**config.mk**
```make
export PLATFORM = sky130hd
export DESIGN_NAME = reg_file_wb
export DESIGN_NICKNAME = d
export VERILOG_FILES = /design/src/rtl/reg_file_wb.sv
export SDC_FILE = /design/constraint.sdc
export NUM_CORES = 2
export LEC_CHECK = 0
export CORE_UTILIZATION = 35
export CTS_CLUSTER_SIZE = 24
export DETAILED_ROUTE_END_ITERATION = 8
export PLACE_DENSITY = 0.47
export SLEW_MARGIN = 10
export SYNTH_ARGS = -nofsm -noshare
export SYNTH_HDL_FRONTEND = slang
export SYNTH_SLANG_ARGS = --single-unit
export TNS_END_PERCENT = 10
```
**constraint.sdc**
```tcl
create_clock -name CLK -period 3.94 [get_ports CLK]
set_input_delay 0.591 -clock CLK [delete_from_list [all_inputs] [get_ports CLK]]
set_output_delay 0.591 -clock CLK [all_outputs]
set_load 0.02 [all_outputs]
```
**src/rtl/reg_file_wb.sv**
```systemverilog
// RV32I integer register file at the writeback boundary: two registered read ports
// with write-to-read bypass, x0 hardwired to zero, and a pending-write scoreboard.
module reg_file_wb #(
    parameter int unsigned          DATA_W  = 32,
    parameter int unsigned          ADDR_W  = 5,
    parameter logic [DATA_W-1:0]    SP_INIT = 32'h0000_0000
) (
    input  logic              CLK,
    input  logic              RST_N,
    input  logic              WE_IN,
    input  logic [ADDR_W-1:0] WADDR_IN,
    input  logic [DATA_W-1:0] WDATA_IN,
    input  logic              RD_EN_IN,
    input  logic [ADDR_W-1:0] RADDR1_IN,
    input  logic [ADDR_W-1:0] RADDR2_IN,
    input  logic              ISSUE_IN,
    input  logic [ADDR_W-1:0] ISSUE_RD_IN,
    output logic [DATA_W-1:0] RDATA1_OUT,
    output logic [DATA_W-1:0] RDATA2_OUT,
    output logic              STALL_OUT
);

    localparam int unsigned NREG = 1 << ADDR_W;

    logic [DATA_W-1:0] r_regs [NREG];
    logic [NREG-1:0]   r_busy;
    logic [DATA_W-1:0] r_rdata1;
    logic [DATA_W-1:0] r_rdata2;

    logic              w_pend1;
    logic              w_pend2;
    logic              w_stall;
    logic [DATA_W-1:0] w_rd1;
    logic [DATA_W-1:0] w_rd2;
    logic [NREG-1:0]   w_busy_nxt;

    // A writeback landing this cycle resolves the hazard through the bypass.
    always_comb begin
        w_pend1 = r_busy[RADDR1_IN] && (RADDR1_IN != '0)
                  && !(WE_IN && (WADDR_IN == RADDR1_IN));
        w_pend2 = r_busy[RADDR2_IN] && (RADDR2_IN != '0)
                  && !(WE_IN && (WADDR_IN == RADDR2_IN));
        w_stall = RD_EN_IN && (w_pend1 || w_pend2);
    end

    always_comb begin
        if (RADDR1_IN == '0)
            w_rd1 = '0;
        else if (WE_IN && (WADDR_IN == RADDR1_IN))
            w_rd1 = WDATA_IN;
        else
            w_rd1 = r_regs[RADDR1_IN];

        if (RADDR2_IN == '0)
            w_rd2 = '0;
        else if (WE_IN && (WADDR_IN == RADDR2_IN))
            w_rd2 = WDATA_IN;
        else
            w_rd2 = r_regs[RADDR2_IN];
    end

    // Set is applied after clear so a new producer issued in the writeback cycle stays outstanding.
    always_comb begin
        w_busy_nxt = r_busy;
        if (WE_IN)
            w_busy_nxt[WADDR_IN] = 1'b0;
        if (ISSUE_IN && (ISSUE_RD_IN != '0) && !w_stall)
            w_busy_nxt[ISSUE_RD_IN] = 1'b1;
        w_busy_nxt[0] = 1'b0;
    end

    always_ff @(posedge CLK or negedge RST_N) begin
        if (!RST_N) begin
            for (int unsigned i = 0; i < NREG; i++)
                r_regs[i] <= (i == 2) ? SP_INIT : '0;
        end else if (WE_IN && (WADDR_IN != '0)) begin
            r_regs[WADDR_IN] <= WDATA_IN;
        end
    end

    always_ff @(posedge CLK or negedge RST_N) begin
        if (!RST_N)
            r_busy <= '0;
        else
            r_busy <= w_busy_nxt;
    end

    always_ff @(posedge CLK or negedge RST_N) begin
        if (!RST_N) begin
            r_rdata1 <= '0;
            r_rdata2 <= '0;
        end else if (RD_EN_IN && !w_stall) begin
            r_rdata1 <= w_rd1;
            r_rdata2 <= w_rd2;
        end
    end

    assign RDATA1_OUT = r_rdata1;
    assign RDATA2_OUT = r_rdata2;
    assign STALL_OUT  = w_stall;

endmodule
```
# Word-level counts from Yosys, hierarchy flattened
# Index checks and enable logic that the tools add are counted.
# word_totals
output_inout_bits	65
ff_bits	1119
# classes
bitwise_logic	6
n_reduce_logical	24
n_lt_le_gt_ge	10
muxes	23
eq_ne	2
# op_table
cell	count
$bwmux W1024	1
$mux W32	11
$bmux W32 S5	2
$demux W32 S5	1
$and A32 B32 Y32	1
$not A32 Y32	1
$or A32 B32 Y32	1
$lt A5 B6 Y1 const B	4
$reduce_bool A5 Y1	4
$ge A6 B6 Y1 const B	3
$not A5 Y6	3
$logic_and A1 B1 Y1	14
$bmux W1 S5	2
$demux W1 S5	2
$eq A5 B5 Y1	2
$ge A5 B1 Y1 const B	2
$logic_not A5 Y1	2
$lt A6 B1 Y1 const B	1
$mux W1	4
$logic_not A1 Y1	3
$logic_or A1 B1 Y1	1

# Logic depth before layout (Yosys ltp)
# logic_depth
ltp_word	9
depth_mapped	12

# Least setup slack after synthesis
# OpenSTA, ideal clock, no wires.
# synth_path
kind	input to output
start	in RADDR1_IN[1]
end	out STALL_OUT
setup_slack_ns	0.996
n_path_buf	2
t_arrival_ns	2.353
stages	7
t_required_ns	3.349
path_cell_list	buf_4 > nor2_1 > nand3_1 > o21ai_0 > or4_4 > a21boi_1 > clkbuf_1
# synth_via
elab_chain_cells	6
elab_cells_between_ends	10
cone_classes	1 x eq/ne; 2 x mux; 7 x reduce/logical
# synth_rtl
element	line	source
start: declaration	14	input logic [ADDR_W-1:0] RADDR1_IN,
$bmux W1 S5 or $eq A5 B5 Y1 (tied branches)	39, 40	
$mux W1 (implied by the code) or $logic_and A1 B1 Y1 (tied branches)	39, 40	
$logic_and A1 B1 Y1 or $logic_not A1 Y1 (tied branches)	39, 40	
$logic_and A1 B1 Y1 (*)	40	&& !(WE_IN && (WADDR_IN == RADDR1_IN));
$logic_or A1 B1 Y1 (*)	43	w_stall = RD_EN_IN && (w_pend1 || w_pend2);
$logic_and A1 B1 Y1 (*)	43	
end: declaration	20	output logic STALL_OUT
# Mark *: on every way between the ends. The rest lies on a longest branch, timed or not. The select of a mux whose other input is x is not followed.

# Worst setup path after layout
# layout_path
start	in RADDR2_IN[2]
end	out STALL_OUT
# layout_via
elab_chain_cells	6
elab_cells_between_ends	10
cone_classes	1 x eq/ne; 2 x mux; 7 x reduce/logical
# layout_rtl
element	line	source
start: declaration	15	input logic [ADDR_W-1:0] RADDR2_IN,
$bmux W1 S5 or $eq A5 B5 Y1 (tied branches)	41, 42	
$mux W1 (implied by the code) or $logic_and A1 B1 Y1 (tied branches)	41, 42	
$logic_and A1 B1 Y1 or $logic_not A1 Y1 (tied branches)	41, 42	
$logic_and A1 B1 Y1 (*)	42	&& !(WE_IN && (WADDR_IN == RADDR2_IN));
$logic_or A1 B1 Y1 (*)	43	
$logic_and A1 B1 Y1 (*)	43	
# Marks and branches as above.

==> results.sh <==
export IMPL_tritoncts="built"
export IMPL_core_area_um2=167600
export IMPL_fin_setup_tns_ps=0
export IMPL_grt_usage=0.2624
export IMPL_r2r_start="r_busy[8]"
export IMPL_grt_max_degree=112
export IMPL_drc=0
export IMPL_worstReg2RegEnd="RDATA2_OUT[31]"
export IMPL_cts_setup_buffers=0
export IMPL_synth_warnings=0
export IMPL_fin_nets=4145
export IMPL_tightest_slew_ps=1204
export IMPL_fp_row_count=150
export IMPL_synth_seq_cells=1119
export IMPL_synth_distinct_cells=61
export IMPL_fin_crit_ps=3610
export IMPL_synth_xor_area_frac=0.001478
export IMPL_htreeDepth=4
export IMPL_synth_simple_gate_area_frac=0.02312
export IMPL_worst_path_buf_inv=4
export IMPL_cap_violations=0
export IMPL_vias_per_cell=6.054
export IMPL_synthAdderAreaFrac=0
export IMPL_drt_total_wl_mm=221.9
export IMPL_mostFrequentLayoutCells="dfrtp_1 (1,119), mux2_2 (1,027), mux4_2 (475), mux2i_1 (236), buf_4 (190)"
export IMPL_rsz0062_at_grt="false"
export IMPL_final_max_slew_viol_count=0
export IMPL_hold_path_class="flip-flop to flip-flop"
export IMPL_avgSynthCellArea_um2=14.74
export IMPL_p_clk_frac=0.347
export IMPL_post_dp_hpwl_mm=135.6
export IMPL_die_w_um=413.5
export IMPL_grt_first_pass_wirelength_mm=316.7
export IMPL_hold_viol=0
export IMPL_cts_buffer_depth=3
export IMPL_synthArstFlopShare=1.000
export IMPL_syn_nets=4079
export IMPL_dp_slack_ps=323.0
export IMPL_fmax_mhz=277.0
export IMPL_drt_iter0_drc=3508
export IMPL_fin_area_um2=68670
export IMPL_ir_worst_vdd_uv=461.2
export IMPL_worst_hold_path_endpoint="r_regs[1000]"
export IMPL_synth_ff_type="dfrtp_1"
export IMPL_intPower_w=0.02593
export IMPL_place_congestion=0.8250
export IMPL_numPortBuffers=121
export IMPL_slowest_stage="a311oi_1"
export IMPL_min_period_over_period=0.9162
export IMPL_clock_sinks=1119
export IMPL_min_delay_path_depth=0
export IMPL_setup_viol=0
export IMPL_synth_edf_count=0
export IMPL_syn_cell_area_um2=59270
export IMPL_max_stage_delay_ps=570
export IMPL_fin_ws_ps=330.3
export IMPL_drive_gt1_frac=0.4858
export IMPL_critical_path_class="input port to output pin"
export IMPL_synthMuxAreaShare=0.4168
export IMPL_ant_nets=0
export IMPL_antenna_found_initial=12
export IMPL_synth_top_family_by_area="multiplexers"
export IMPL_seqPwrFrac=0.432
export IMPL_fin_skew_ps=32.01
export IMPL_fillers=15396
export IMPL_p_per_area_nw_per_um2=531.6
export IMPL_slew_headroom=0.1948
export IMPL_post_route_util=0.4097
export IMPL_gr_total_overflow=0
export IMPL_root_buffer="clkbuf_16"
export IMPL_wl_per_cell_um=34.69
export IMPL_critical_path_top_delay_family="compound AO/OA/AOI/OAI gates"
export IMPL_ff2ff_path_depth=7
export IMPL_dieArea_um2=171000
export IMPL_worstPathCellList="buf_4, inv_2, nor2_1, a311oi_1, o2111ai_1, a21boi_2, buf_4, buf_12"
export IMPL_hold_start="r_regs[1000]"
export IMPL_cp_common_cell="buf_4"
export IMPL_vias=38730
export IMPL_arrival_ps=3020
export IMPL_layout_commonest_cell="dfrtp_1"
export IMPL_cp_max_fo=16
export IMPL_first_pass_iters=5
export IMPL_status="completed"
export IMPL_p_comb_frac=0.221
export IMPL_dieHeight_um=413.5
export IMPL_post_dp_cell_area_um2=64200
export IMPL_end_kind="output pin"
export IMPL_clock_latency_ps=780
export IMPL_synth_compound_area_share=0.05001
export IMPL_ys_seq_area_frac=0.4725
export IMPL_clkTransAtPathRegs_ps=60
export IMPL_regToRegSetupSlack_ps=900
export IMPL_p_sw_w=0.01057
export IMPL_synth_cells=4022
export IMPL_floorplan_initialDensity=0.3536
export IMPL_areaGrowthSynthToFinish_pct=15.86
export IMPL_worstSetupStartpointType="input port"
export IMPL_totalPowerFinal_w=0.03651
export IMPL_sw_frac_of_total=0.2897
export IMPL_ios=122
export IMPL_grt_pass1_vias=39624
export IMPL_leakage_nw=29.37
export IMPL_cts_buffers=135
export IMPL_crit_required_ps=3350
worst max path at each step:
stage,startpoint,to,slack [ps],cells after the start
2_1_floorplan,RADDR1_IN[1],STALL_OUT,1000,7
3_3_place_gp,WADDR_IN[1],RDATA2_OUT[30],230,10
3_5_place_dp,WADDR_IN[1],RDATA2_OUT[30],320,10
4_1_cts,r_busy[8],STALL_OUT,360,7
5_1_grt,r_busy[8],STALL_OUT,280,7
6_report,RADDR2_IN[2],STALL_OUT,330,8
cells by family (layout without fill, tap and decap cells):
| group | Yosys count | in the layout |
|---|---|---|
| muxes | 1742 | 1742 |
| xor gates and xnor gates | 10 | 10 |
| DFF | 1119 | 1119 |
| other | 0 | 8 |
| and+or+nand+nor | 287 | 287 |
| AOI/OAI and AO/OA | 399 | 399 |
| buffers and inverters | 465 | 628 |
cell usage after synthesis, types with 3 or more instances:
cell	count	area [µm²]
or3_1	7	43.79
a211o_1	12	105.1
a221oi_1	114	998.5
mux2_2	1027	11560
nand4_1	7	43.79
a21oi_1	28	140.1
o21ai_0	95	475.5
nor2_1	42	157.7
and3_1	4	25.02
nand3_1	32	160.2
nor2b_1	26	162.7
a31oi_1	6	37.54
mux2i_1	236	2362
buf_1	20	75.07
nand2b_1	6	37.54
a311oi_1	3	26.28
dfrtp_1	1119	28000
a2111oi_0	3	26.28
o211ai_1	16	120.1
a22o_1	16	140.1
a22oi_1	37	277.8
or2_2	9	56.30
xor2_1	5	43.79
a221o_1	22	220.2
mux4_2	475	10700
nand3b_1	5	37.54
buf_4	34	255.2
o2111a_1	4	45.04
nand2_1	116	435.4
buf_2	48	240.2
o31ai_1	13	97.59
inv_1	22	82.58
nor3_1	16	80.08
and2_1	4	25.02
nor3b_1	6	45.04
xnor2_1	5	43.79
o2111ai_1	12	105.1
clkbuf_1	313	1175
buf_6	28	315.3
area by class of cell:
class | instances | area (µm²) | share of cell area
diodes | 8 | 20.02 | 0.0002915
flip-flops and latches | 1119 | 28000 | 0.4078
clock buffers | 202 | 4085 | 0.05949
multi-input cells | 2438 | 29460 | 0.4290
inverters | 22 | 90.09 | 0.001312
well taps | 2204 | 2758 | 0.04016
clock inverters | 32 | 351.6 | 0.005120
repair buffers | 372 | 3899 | 0.05678
through the flow:
step	cells	hold slack, ps
6_report	6397	393.9
5_1_grt	6391	407.8
4_1_cts	6389	396.1
3_5_place_dp	6154	383.3
3_3_place_gp	6154	377.3
2_1_floorplan	4022	295.4
power groups by stage:
stage / registers (W) / logic, W / clock network [W]
after floorplan: 0.0155 / 0.00526 / 0
after global placement: 0.0159 / 0.00803 / 0
after detailed placement: 0.0159 / 0.00812 / 0
after CTS: 0.0157 / 0.00814 / 0.0130
after global routing: 0.0161 / 0.00861 / 0.0134
final: 0.0158 / 0.00807 / 0.0127
worst reg2reg max path: stages (launching register included):
cell and delay (ps):
dfrtp_1 430, mux4_2 490, or2_0 240, a21o_1 170
o2111ai_1 430, and3_4 490, buf_12 290, mux2_2 390
state kept, by name, indices dropped and copies added (netlist names):
signal,cells
r_busy,31
RDATA2_OUT,32
r_regs,1024
RDATA1_OUT,32
per-layer routing:
layer / GRT usage / wire length [µm] / up-vias
met1: 0.3796 / 102000 / 21423
li1: - / - / 15770
met5: 0 / 0 / -
met4: 0.07800 / 6327 / 0
met2: 0.3989 / 100800 / 1236
met3: 0.04884 / 12880 / 301
repair_timing:
item | CTS | global route
hold endpoints to repair | 32 | 0
setup endpoints to repair | 0 | 0
resized for setup | 0 | 0
hold buffers | 1 | 0
(Power assumes the default switching activity.)
